===== config.mk =====
export PLATFORM = sky130hd
export DESIGN_NAME = slurm16_memory_arbiter
export DESIGN_NICKNAME = d
export VERILOG_FILES = /design/src/rtl/slurm16_mem_arb_pkg.sv /design/src/rtl/slurm16_rr_picker.sv /design/src/rtl/slurm16_memory_arbiter.sv
export SDC_FILE = /design/constraint.sdc
export NUM_CORES = 1
export LEC_CHECK = 0
export BUFFER_PORTS_ARGS = -buffer_cell sky130_fd_sc_hd__buf_4
export CAP_MARGIN = 20
export CORE_MARGIN = 4
export CORE_UTILIZATION = 34
export CTS_BUF_LIST = sky130_fd_sc_hd__clkbuf_16
export DETAILED_ROUTE_END_ITERATION = 8
export PLACE_DENSITY = 0.77
export SETUP_SLACK_MARGIN = 0.2
export SLEW_MARGIN = 20
export SYNTH_ARGS = -nofsm -noshare
export SYNTH_HDL_FRONTEND = slang
export SYNTH_SLANG_ARGS = --single-unit

===== constraint.sdc =====
create_clock -name CLK -period 2.1 [get_ports CLK]
set_clock_uncertainty 0.05 [all_clocks]
set_input_delay 0.42 -clock CLK [delete_from_list [all_inputs] [get_ports CLK]]
set_output_delay 0.42 -clock CLK [all_outputs]
set_load 0.02 [all_outputs]

===== src/rtl/slurm16_mem_arb_pkg.sv =====
// Shared state encoding and width helper for the slurm16 memory arbiter.
package slurm16_mem_arb_pkg;

    typedef enum logic {
        ARB_IDLE  = 1'b0,
        ARB_OWNED = 1'b1
    } arb_state_e;

    // Bits needed to index 'value' items; never less than 1.
    function automatic int unsigned clog2(input int unsigned value);
        int unsigned result;
        result = 1;
        for (int i = 1; i < 32; i++) begin
            if ((32'd1 << i) < value) result = i + 1;
        end
        return result;
    endfunction

endpackage


===== src/rtl/slurm16_rr_picker.sv =====
// Rotating priority encoder: grants the first request at or after ptr, wrapping modulo N_REQ.
module slurm16_rr_picker #(
    parameter int unsigned N_REQ    = 3,
    parameter int unsigned PTR_BITS = 2
) (
    input  logic [N_REQ-1:0]    req,
    input  logic [PTR_BITS-1:0] ptr,
    output logic [PTR_BITS-1:0] grant,
    output logic                any
);

    localparam logic [PTR_BITS:0] N_WIDE = (PTR_BITS + 1)'(N_REQ);

    always_comb begin
        logic [PTR_BITS:0] idx;
        grant = '0;
        idx   = '0;
        // Scan from the far end so the request nearest ptr is written last and wins.
        for (int i = N_REQ - 1; i >= 0; i--) begin
            idx = {1'b0, ptr} + (PTR_BITS + 1)'(i);
            if (idx >= N_WIDE) idx = idx - N_WIDE;
            if (req[idx[PTR_BITS-1:0]]) grant = idx[PTR_BITS-1:0];
        end
    end

    assign any = |req;

endmodule


===== src/rtl/slurm16_memory_arbiter.sv =====
// Round-robin arbiter with burst limit sharing one 1-cycle memory among N masters (0 = CPU).
// Define ARBITER_CPU_PRIORITY_EN to let master 0 win arbitration and preempt other owners.
module slurm16_memory_arbiter
    import slurm16_mem_arb_pkg::*;
#(
    parameter int unsigned N_MASTERS    = 3,
    parameter int unsigned BITS         = 16,
    parameter int unsigned ADDRESS_BITS = 16,
    parameter int unsigned MAX_BURST    = 8
) (
    input  logic                              CLK,
    input  logic                              RST,
    input  logic [N_MASTERS*ADDRESS_BITS-1:0] m_address,
    input  logic [N_MASTERS*BITS-1:0]         m_wdata,
    input  logic [N_MASTERS-1:0]              m_valid,
    input  logic [N_MASTERS-1:0]              m_wr,
    input  logic [2*N_MASTERS-1:0]            m_wr_mask,
    output logic [N_MASTERS-1:0]              m_ready,
    output logic [N_MASTERS-1:0]              m_rvalid,
    output logic [ADDRESS_BITS-1:0]           mem_address,
    output logic [BITS-1:0]                   mem_wdata,
    output logic                              mem_wr,
    output logic [1:0]                        mem_wr_mask
);

    localparam int unsigned OWNER_BITS = clog2(N_MASTERS);
    localparam int unsigned BURST_BITS = clog2(MAX_BURST);
    localparam logic [BURST_BITS-1:0] BURST_LAST  = BURST_BITS'(MAX_BURST - 1);
    localparam logic [OWNER_BITS-1:0] LAST_MASTER = OWNER_BITS'(N_MASTERS - 1);

    arb_state_e state_q, state_d;
    logic [OWNER_BITS-1:0] owner_q, owner_d, rr_ptr_q, rr_ptr_d;
    logic [BURST_BITS-1:0] burst_cnt_q, burst_cnt_d;
    logic [N_MASTERS-1:0]  rvalid_q, rvalid_d;

    logic [N_MASTERS-1:0]    owner_onehot, pick_req;
    logic [OWNER_BITS-1:0]   owner_inc, pick_ptr, pick_grant, next_owner;
    logic [ADDRESS_BITS-1:0] sel_address;
    logic [BITS-1:0]         sel_wdata;
    logic [1:0]              sel_mask;
    logic sel_wr, pick_any, owned, owner_valid, accept, other, release_rr, preempt, cpu_first;

    always_comb begin
        owner_onehot = '0;
        sel_address  = '0;
        sel_wdata    = '0;
        sel_wr       = 1'b0;
        sel_mask     = '0;
        for (int i = 0; i < N_MASTERS; i++) begin
            if (owner_q == OWNER_BITS'(i)) begin
                owner_onehot[i] = 1'b1;
                sel_address     = m_address[i*ADDRESS_BITS +: ADDRESS_BITS];
                sel_wdata       = m_wdata[i*BITS +: BITS];
                sel_wr          = m_wr[i];
                sel_mask        = m_wr_mask[2*i +: 2];
            end
        end
    end

    assign owned       = (state_q == ARB_OWNED);
    assign owner_valid = |(m_valid & owner_onehot);
    assign accept      = owned & owner_valid;
    assign other       = |(m_valid & ~owner_onehot);
    assign owner_inc   = (owner_q == LAST_MASTER) ? '0 : owner_q + 1'b1;
    assign release_rr  = owned & (~owner_valid | (accept & (burst_cnt_q == BURST_LAST) & other));

    assign m_ready     = owned ? (m_valid & owner_onehot) : '0;
    assign mem_address = owned ? sel_address : '0;
    assign mem_wdata   = owned ? sel_wdata : '0;
    assign mem_wr      = accept & sel_wr;
    assign mem_wr_mask = mem_wr ? sel_mask : 2'b00;
    assign m_rvalid    = rvalid_q;

    // During handover the current owner is masked, so the scan starts at owner+1.
    assign pick_req = owned ? (m_valid & ~owner_onehot) : m_valid;
    assign pick_ptr = owned ? owner_inc : rr_ptr_q;

    slurm16_rr_picker #(
        .N_REQ    (N_MASTERS),
        .PTR_BITS (OWNER_BITS)
    ) u_picker (
        .req   (pick_req),
        .ptr   (pick_ptr),
        .grant (pick_grant),
        .any   (pick_any)
    );

`ifdef ARBITER_CPU_PRIORITY_EN
    assign preempt   = owned && (owner_q != '0) && m_valid[0];
    // A CPU owner hitting its burst limit must still yield to the others.
    assign cpu_first = m_valid[0] && !(owned && (owner_q == '0));
`else
    assign preempt   = 1'b0;
    assign cpu_first = 1'b0;
`endif
    assign next_owner = cpu_first ? '0 : pick_grant;

    always_comb begin
        state_d     = state_q;
        owner_d     = owner_q;
        rr_ptr_d    = rr_ptr_q;
        burst_cnt_d = burst_cnt_q;
        rvalid_d    = (accept && !sel_wr) ? owner_onehot : '0;
        unique case (state_q)
            ARB_IDLE: begin
                if (pick_any) begin
                    state_d     = ARB_OWNED;
                    owner_d     = next_owner;
                    burst_cnt_d = '0;
                end
            end
            ARB_OWNED: begin
                if (release_rr) rr_ptr_d = owner_inc;
                if (release_rr || preempt) begin
                    if (other) begin
                        owner_d     = next_owner;
                        burst_cnt_d = '0;
                    end else begin
                        state_d = ARB_IDLE;
                    end
                end else if (accept && (burst_cnt_q != BURST_LAST)) begin
                    burst_cnt_d = burst_cnt_q + 1'b1;
                end
            end
        endcase
    end

    always_ff @(posedge CLK or posedge RST) begin
        if (RST) begin
            state_q     <= ARB_IDLE;
            owner_q     <= '0;
            rr_ptr_q    <= '0;
            burst_cnt_q <= '0;
            rvalid_q    <= '0;
        end else begin
            state_q     <= state_d;
            owner_q     <= owner_d;
            rr_ptr_q    <= rr_ptr_d;
            burst_cnt_q <= burst_cnt_d;
            rvalid_q    <= rvalid_d;
        end
    end

endmodule


Word-level counts from Yosys, hierarchy flattened
Cells that the tools add are included.
{ "word_totals": {"ff_bits": 11, "input_bits": 110, "out_inout_bits": 41, "word_cells": 96} }
{ "classes": {"n_addsub": 7, "n_lt_le_gt_ge": 6, "n_eq_ne": 9, "muxes": 48, "bitwise": 11, "reduce_logical": 10} }
{ "op_table": {"columns": ["operator", "count"], "rows": [
  ["$mux 16", 8],
  ["$mux 2", 15],
  ["$mux 3", 7],
  ["$mux 1", 12],
  ["$lt 2x3->1 const B", 3],
  ["$reduce_or 3->1", 3],
  ["$and 3x3->3", 2],
  ["$bmux 1 s2", 3],
  ["$ge 3x2->1 const B", 2],
  ["$ne 3x3->1 const B", 2],
  ["$pmux 3 s2", 1],
  ["$reduce_and 3->1", 2],
  ["$sub 2x2->2 const B", 3],
  ["$and 1x1->1", 5],
  ["$ne 2x1->1 const B", 2],
  ["$pmux 2 s2", 1],
  ["$add 2x1->3 const B", 1],
  ["$add 2x2->3 const B", 1],
  ["$add 3x1->3 const B", 1],
  ["$eq 3x3->1 const B", 1],
  ["$ne 3x1->1 const B", 1],
  ["$not 3->3", 1],
  ["$add 2x1->2 const B", 1],
  ["$eq 2x1->1 const B", 1],
  ["10 further kinds", 12]
]} }

Logic depth before layout (Yosys ltp)
Gate-level depths: netlist of run 1.
{ "logic_depth": {"depth_word": 14, "mapped_depth": 10, "mapped_depth_nobuf": 9} }

Cells and area by module
Synthesis of run 1 repeated with hierarchy kept, for this count alone.
{ "unflattened": {"hier_cells": 238, "hier_area_um2": 1724.2} }
{ "modules_own_cells": {"columns": ["mod", "instances", "cells_per_inst", "area_per_inst_um2", "seq_area_each_um2"], "rows": [
  ["slurm16_memory_arbiter", 1, 218, 1574.0, 275.3],
  ["slurm16_rr_picker", 1, 20, 150.1, 0.0]
]} }

Least setup slack after synthesis of run 1
No wires, ideal clock.
{ "synth_path": {"path_kind": "register -> register", "start": "reg owner_q[1]", "end": "reg owner_q[0]", "setup_time_ns": 0.128, "arrival_ns": 2.079, "required_ns": 1.922, "slack_ns": -0.157, "path_stages_with_launch": 9, "path_buffers": 1, "period_less_slack_ns": 2.257, "cell_sequence": "dfrtp_1 -> buf_2 -> or3b_1 -> a21boi_0 -> ha_1 -> a211o_1 -> o2111ai_1 -> a21oi_1 -> mux2_1"} }
{ "synth_via": {"elab_chain_len": 14, "word_cells_on_any_way": 50, "cone_classes": "add/sub: 6; order compare: 3; eq/ne: 5; mux: 22; bitwise: 9; reduce/logical: 5"} }
{ "synth_lines": {"columns": ["element", "line", "source"], "rows": [
  ["start, declared", "slurm16_memory_arbiter.sv:32", "logic [OWNER_BITS-1:0] owner_q, owner_d, rr_ptr_q, rr_ptr_d;"],
  ["start signal, assigned", "slurm16_memory_arbiter.sv:137", "owner_q <= owner_d;"],
  ["$add 2x1->2 or $eq 2x2->1 (tied branches)", "slurm16_memory_arbiter.sv:64, slurm16_memory_arbiter.sv:50", null],
  ["$mux 2", "slurm16_memory_arbiter.sv:64", "assign owner_inc = (owner_q == LAST_MASTER) ? '0 : owner_q + 1'b1;"],
  ["$mux 2", "slurm16_memory_arbiter.sv:76", "assign pick_ptr = owned ? owner_inc : rr_ptr_q;"],
  ["$add 2x2->3", "slurm16_rr_picker.sv:20", "idx = {1'b0, ptr} + (PTR_BITS + 1)'(i);"],
  ["$ge 3x2->1 or $sub 2x2->2 (tied branches)", "slurm16_rr_picker.sv:21", "if (idx >= N_WIDE) idx = idx - N_WIDE;"],
  ["$mux 2", "slurm16_rr_picker.sv:21", null],
  ["$bmux 1 s2", "slurm16_rr_picker.sv:22", "if (req[idx[PTR_BITS-1:0]]) grant = idx[PTR_BITS-1:0];"],
  ["$mux 1 (implied by the code)", "slurm16_rr_picker.sv:22", null],
  ["$mux 2 (3 in series)", "slurm16_rr_picker.sv:22", null],
  ["$mux 2", "slurm16_memory_arbiter.sv:115", "if (other) begin"],
  ["$mux 2", "slurm16_memory_arbiter.sv:114", "if (release_rr || preempt) begin"],
  ["$pmux 2 s2", "slurm16_memory_arbiter.sv:104", "unique case (state_q)"]
]} }
Parallel ways exist; a longest one is shown, timed or not. The select of a mux whose other input is x is not followed.
A chain may end at the register's enable or synchronous reset.

Worst setup path in the final report of run 1
{ "layout_path": {"start": "reg owner_q[0]", "end": "reg owner_q[0]"} }
The elaborated chain is that of the path after synthesis.

==> run metrics, run 1 <==
status=finished with violations; failing checks=negative setup slack; first-pass GRT wire length=between 10000 and 15000 µm; slowest stage delay, CP=between 0.5 and 0.6 ns; Worst setup SP type=flip-flop; site row count=25; crit path DAT=approximately 2.5 ns; final worst-path cycle share=110%; CTS HTree Levels=1; Rel. slew slack=52.5%; final hold vios=0; Overflow after GRT=0; Global Route Usage Sum=22.6%; post-route minimum period=2.32 ns; Pint=2370 µW; area of the core=approximately 4700 µm²; Bufs on Longest Clock Path=2; post-DP HPWL=5380 µm; Syn Nets=361; post-synthesis sequential area ratio=~17%; RSZ-0062 raised after global routing=yes; net switching power=1910 µW; CTS tree=yes; most used cell, CP=buf_6; reg2reg setup slack=-0.22 ns; number of flops mapped to enable cells by yosys=0; DR WL/cell=17.8 µm; f_max=~0.43 GHz; port bufs=150; worst hold-check path type=in -> async; CP max FO=6; # diodes=0; CP endpoint kind=flip-flop; dpl ws=0.0397 ns; cells along the critical path=buf_4 > buf_6 > clkbuf_16 > buf_6 > o21ai_0 > o2111ai_1 > a21oi_1 > mux2_4; Die H=approximately 80 µm; Worst Tran Pin Value=0.705 ns; Root Driver=clkbuf_16; Top FF cell, synth=dfrtp_1; asr flop ratio synth=100%; sw frac=44.6%; IO Pins=about 150; Register-to-Register Path Depth=8; Clock transition at path regs=0.05 ns; DR pass1 iterations=4; die area=6050 µm²; Worst-Skew Late Latency=0.24 ns; placer's final routability congestion estimate=0.838; Sink Count=11; Die W=77.8 µm; maxcap violations=0; buffers plus inverters on the worst setup path=4; Post-Syn Area=1660 µm²; Power Density=1130 nW/µm²; Residual DRC=0; # setup viols final=18; Avg Inst Size Synth=6.73 µm²; sequential share of power=under 10%; Setup WS post-layout=-0.219 ns; antenna violations before repair=0; 1st-iter DRT viols=165; Syn Inst Count=roughly 250; post-route ant nets=0; Slew Limit Fails=0; most common cell after layout, fill and taps aside=buf_4; largest net degree at the start of global routing=33; leak pwr=0.00180 µW; Syn. warnings=0; Crit Path Class=reg -> reg; Max VDD drop=approximately 0.0005 V; total vias in the final route=2493; clock share of power=8.2%; WL final=~8600 µm; FF+latch count, synth=11; Worst Path Required=2.23 ns; number of global-route vias before repair=2398; fraction of layout cells with a size suffix above 1=65.1%; Starting Density=35.1%; Total Power=~4300 µW; critical path's top delay family=compound AO/OA/AOI/OAI gates; post-synth cell types=40; most frequent cells in the layout=buf_4, nor2_1, nor2_2; Critical Path Stages=8; P&R area growth vs syn=128%; final net count=between 500 and 600; Via density=5.14; Worst path slowest cell=o21ai_0; hold_buf cts=0; Num CTS Buffers=3; Gate power share=between 80% and 90%
metal layers:
layer	part of all wire, %	global-route usage [%]
met1	37	26.8
met2	54	41.8
met3	7.5	3.60
met4	1.8	5.52
met5	0	0
worst reg2reg max path, stage by stage (launching register included):
cell and delay [ns]:
dfrtp_2 0.44, buf_4 0.15, buf_6 0.12, clkbuf_16 0.16
buf_6 0.13, o21ai_0 0.57, o2111ai_1 0.19, a21oi_1 0.25
mux2_4 0.20
layout make-up:
cell class,instances,area (µm²)
clock inverters,1,3.75
fillers,311,940
clock buffers,3,75.1
flip-flops and latches,11,277
multi-input cells,203,1540
well taps,67,83.8
repair buffers,188,1760
inverters,12,47.5
path summary, 6_finish.rpt:
| path | start | end |
|---|---|---|
| max | owner_q[0] | owner_q[0] |
| min | RST | rr_ptr_q[1] |
| max reg2reg | owner_q[0] | owner_q[0] |
| min reg2reg | burst_cnt_q[1] | burst_cnt_q[1] |
| max in group asynchronous | RST | owner_q[0] |
| min in group CLK | m_wr[0] | m_rvalid[0] |
power groups by stage:
stage               clock network (µW)  registers, µW  logic, µW
floorplan                            0            331       1640
global placement                     0            331       2450
detailed placement                   0            332       2480
CTS                                344            335       2800
global route                       363            342       3780
finish                             350            336       3590
cell families (layout without fill, tap and decap cells):
logic type      count (synthesis)  count (layout)  synth area share, %
simple gates                   99              99                 25.0
compound gates                 59              59                 21.2
mux                            39              39                 23.8
buf+inv                        32             204                 8.99
flops                          11              11                 16.6
fa+ha+maj                       6               6                 4.38
Yosys cell counts (all sizes together) (2+ instances only):
cell,instances,area (µm²)
nor2,72,270
a21oi,38,194
mux2i,36,360
buf,12,73.8
inv,12,45.0
dfrtp,11,275
nand2,11,41.3
clkbuf,8,30.0
o21ai,6,30.0
ha,5,62.6
nor3,4,20.0
and3,3,20.0
mux2,3,33.8
o2bb2ai,3,26.3
a31oi,2,12.5
nand3b,2,15.0
nor2b,2,12.5
what timing repair did:
action,CTS,global route
pin swaps,6,21
cloned,3,4
resized for setup,30,65
buffers inserted,8,11
setup endpoints to repair,38,40
sequential cells by signal (all words and copies together), names as in the netlist:
register	cells
owned	1
owner_q	2
burst_cnt_q	3
m_rvalid	3
rr_ptr_q	2
metrics by stage:
step	instances	instance area, µm²	hold slack, ns	utilization, %	TNS [ns]
final	485	3780	0.141	80.1	-0.952
after global routing	485	3780	0.175	80.1	-2.42
after CTS	470	3320	0.144	70.2	0
after detailed placement	455	2970	0.393	63.0	0
after global placement	455	2970	0.388	63.0	0
after floorplan	246	1770	0.222	-	0
Power figures use the tool's default switching activity.
==> run 2, diff against run 1 <==
ABC_AREA = 1   (was unset)
CORE_MARGIN = unset   (was 4)
PLACE_DENSITY = 0.79   (was 0.77)
==> run metrics, run 2 <==
status=finished with violations; failing checks=negative setup slack; Syn Inst Count=303; Overflow after GRT=0; net switching power=2280 µW; # setup viols final=1; post-synthesis sequential area ratio=around 18%; CP endpoint kind=output port; Bufs on Longest Clock Path=2; area leader, netlist=nand2_1; port bufs=150; Max VDD drop=around 0.0007 V; FF+latch count, synth=11; DR pass1 iterations=4; Via density=4.78; Worst path slowest cell=dfrtp_2; Global Route Usage Sum=25.6%; post-synth cell types=24; post-DP HPWL=approximately 4800 µm; Top FF cell, synth=dfrtp_1; placed cells=502; slowest stage delay, CP=between 0.4 and 0.5 ns; Rel. slew slack=71.1%; Slew Limit Fails=0; R2R Path Start=owner_q[1]; dpl ws=-0.0122 ns; largest net degree at the start of global routing=21; worst hold-check path type=in -> async; fin cells=525; Syn. warnings=0; Die W=70.0 µm; Setup WS post-layout=-0.00318 ns; Worst Tran Pin Value=about 0.43 ns; top cell type's share of synthesized area=38.4%; fill cell count=384; sequential share of power=8.5%; most frequent cells in the layout=buf_4, nand2_1, nand3_1; post-route minimum period=2.10 ns; Num CTS Buffers=3; fraction of layout cells with a size suffix above 1=around 45%; final hold vios=0; area of the core=4410 µm²; Power Density=1420 nW/µm²; clock share of power=between 7 and 8%; P&R area growth vs syn=98.8%; final net count=slightly below 600; Starting Density=between 30 and 40%; site row count=24; Residual DRC=0; CP max FO=5; number of flops mapped to enable cells by yosys=0; cells along the critical path=inv_2 > nand2_4 > inv_4 > nand2_4 > nand3_4 > nand2_4 > inv_2 > nand2_2 > a31oi_1 > buf_4; Gate power share=between 80% and 90%; final worst-path cycle share=100%; commonest cells in the netlist=nand2_1, nand3_1, inv_1; Sink Count=11; asr flop ratio synth=100%; antenna violations before repair=0; TNS Setup=-0.00318 ns; Crit Path Class=reg -> out; Worst Path Required=1.63 ns; f_max=0.475 GHz; Worst setup SP type=flip-flop; Pint=approximately 2200 µW; 1st-iter DRT viols=between 100 and 150; Post-Syn Area=roughly 1600 µm²; IO Pins=between 150 and 200; leak pwr=0.00188 µW; post-route ant nets=0; Root Driver=clkbuf_16; Area contributors post-synth=nand2_1, dfrtp_1, nand3_1, inv_1, ha_1; sw frac=51.5%; CTS tree=yes; die area=4900 µm²; Die H=70.0 µm; crit path DAT=1.63 ns; DR WL/cell=12.4 µm; Syn Nets=418; # diodes=0; most common cell after layout, fill and taps aside=buf_4; count leader, synth=nand2_1; WL final=6510 µm; Worst-Skew Late Latency=roughly 0.24 ns; CP Launch Point=owner_q[1]; number of global-route vias before repair=~2400; hold_buf cts=0; maxcap violations=0; CTS HTree Levels=1; Clock transition at path regs=0.04 ns; first-pass GRT wire length=10200 µm; total vias in the final route=approximately 2500; RSZ-0062 raised after global routing=yes; placer's final routability congestion estimate=0.935; most used cell, CP=nand2_4; Avg Inst Size Synth=approximately 5.2 µm²
-- run 2: cell types whose count changed after synthesis, sizes merged, moves of 4 or more --
cell / before / now
a21oi: 38 / 3
a31oi: 2 / 7
clkbuf: 8 / 3
inv: 12 / 36
mux2i: 36 / 0
nand2: 11 / 168
nand3: 0 / 42
nor2: 72 / 11
nor3: 4 / 0
o21ai: 6 / 1
-- run 2: metal layers --
metal | up-vias | part of all wire (%) | global-route usage, %
li1 | 1274 | - | -
met1 | 1092 | 38 | 27.4
met2 | 126 | 51 | 48.0
met3 | 19 | 7.3 | 4.18
met4 | 0 | 3.3 | 12.9
met5 | - | 0 | 0
-- run 2: path summary, 6_finish.rpt --
check / cells after the start / endpoint / slack, ns
max: 10 / mem_wr_mask[1] / -0.003
min: 2 / m_rvalid[2] / 0.13
max reg2reg: 14 / owner_q[1] / 0.17
min reg2reg: 2 / burst_cnt_q[1] / 0.42
max in group asynchronous: 2 / owner_q[1] / 1.54
min in group CLK: 2 / burst_cnt_q[1] / 0.42
-- run 2: metrics by stage --
step / power, µW / utilization, % / cell area (µm²) / hold slack [ns]
after floorplan: 2360 / - / 1570 / 0.222
after global placement: 3520 / 62.9 / 2780 / 0.396
after detailed placement: 3560 / 62.9 / 2780 / 0.409
after CTS: 4180 / 67.9 / 3000 / 0.151
after global routing: 4810 / 70.8 / 3130 / 0.179
final: 4430 / 70.8 / 3130 / 0.129
-- run 2: repair_timing --
action | 4_1_cts | 5_1_grt
setup endpoints to repair | 38 | 40
setup buffers | 11 | 8
gates resized for setup | 22 | 16
pin swaps | 5 | 3
-- run 2: power by group through the flow --
stage	combinational (µW)	sequential [µW]	clock, µW
finish	3710	375	349
global route	4070	384	361
CTS	3450	375	351
detailed placement	3200	365	0
global placement	3160	359	0
floorplan	2000	357	0
-- run 2: area by class of cell --
type                       count  area (µm²)  share of cell area [%]
multi-input combinational    243        1170                    37.4
clock buffer                   3        75.1                    2.40
inverter                      37         153                    4.88
timing repair buffer         178        1380                    44.2
tap                           52        65.1                    2.08
clock inverter                 1        3.75                   0.120
sequential                    11         279                    8.92
-- run 2: cells by family after synthesis --
family | Yosys count | synth area share, %
AND/OR/NAND/NOR | 226 | 61.7
buffers and inverters | 49 | 12.3
AO/OA/AOI/OAI | 12 | 4.53
flip-flops | 11 | 17.5
adder cells (fa/ha/maj) | 5 | 3.98
-- run 2: critical path, delay by kind of cell, from the launching register on --
kind / cells / cell delay, ns
AO/OA/AOI/OAI: 1 / 0.18
buffers and inverters: 4 / 0.41
flip-flops: 1 / 0.46
AND/OR/NAND/NOR: 5 / 0.34
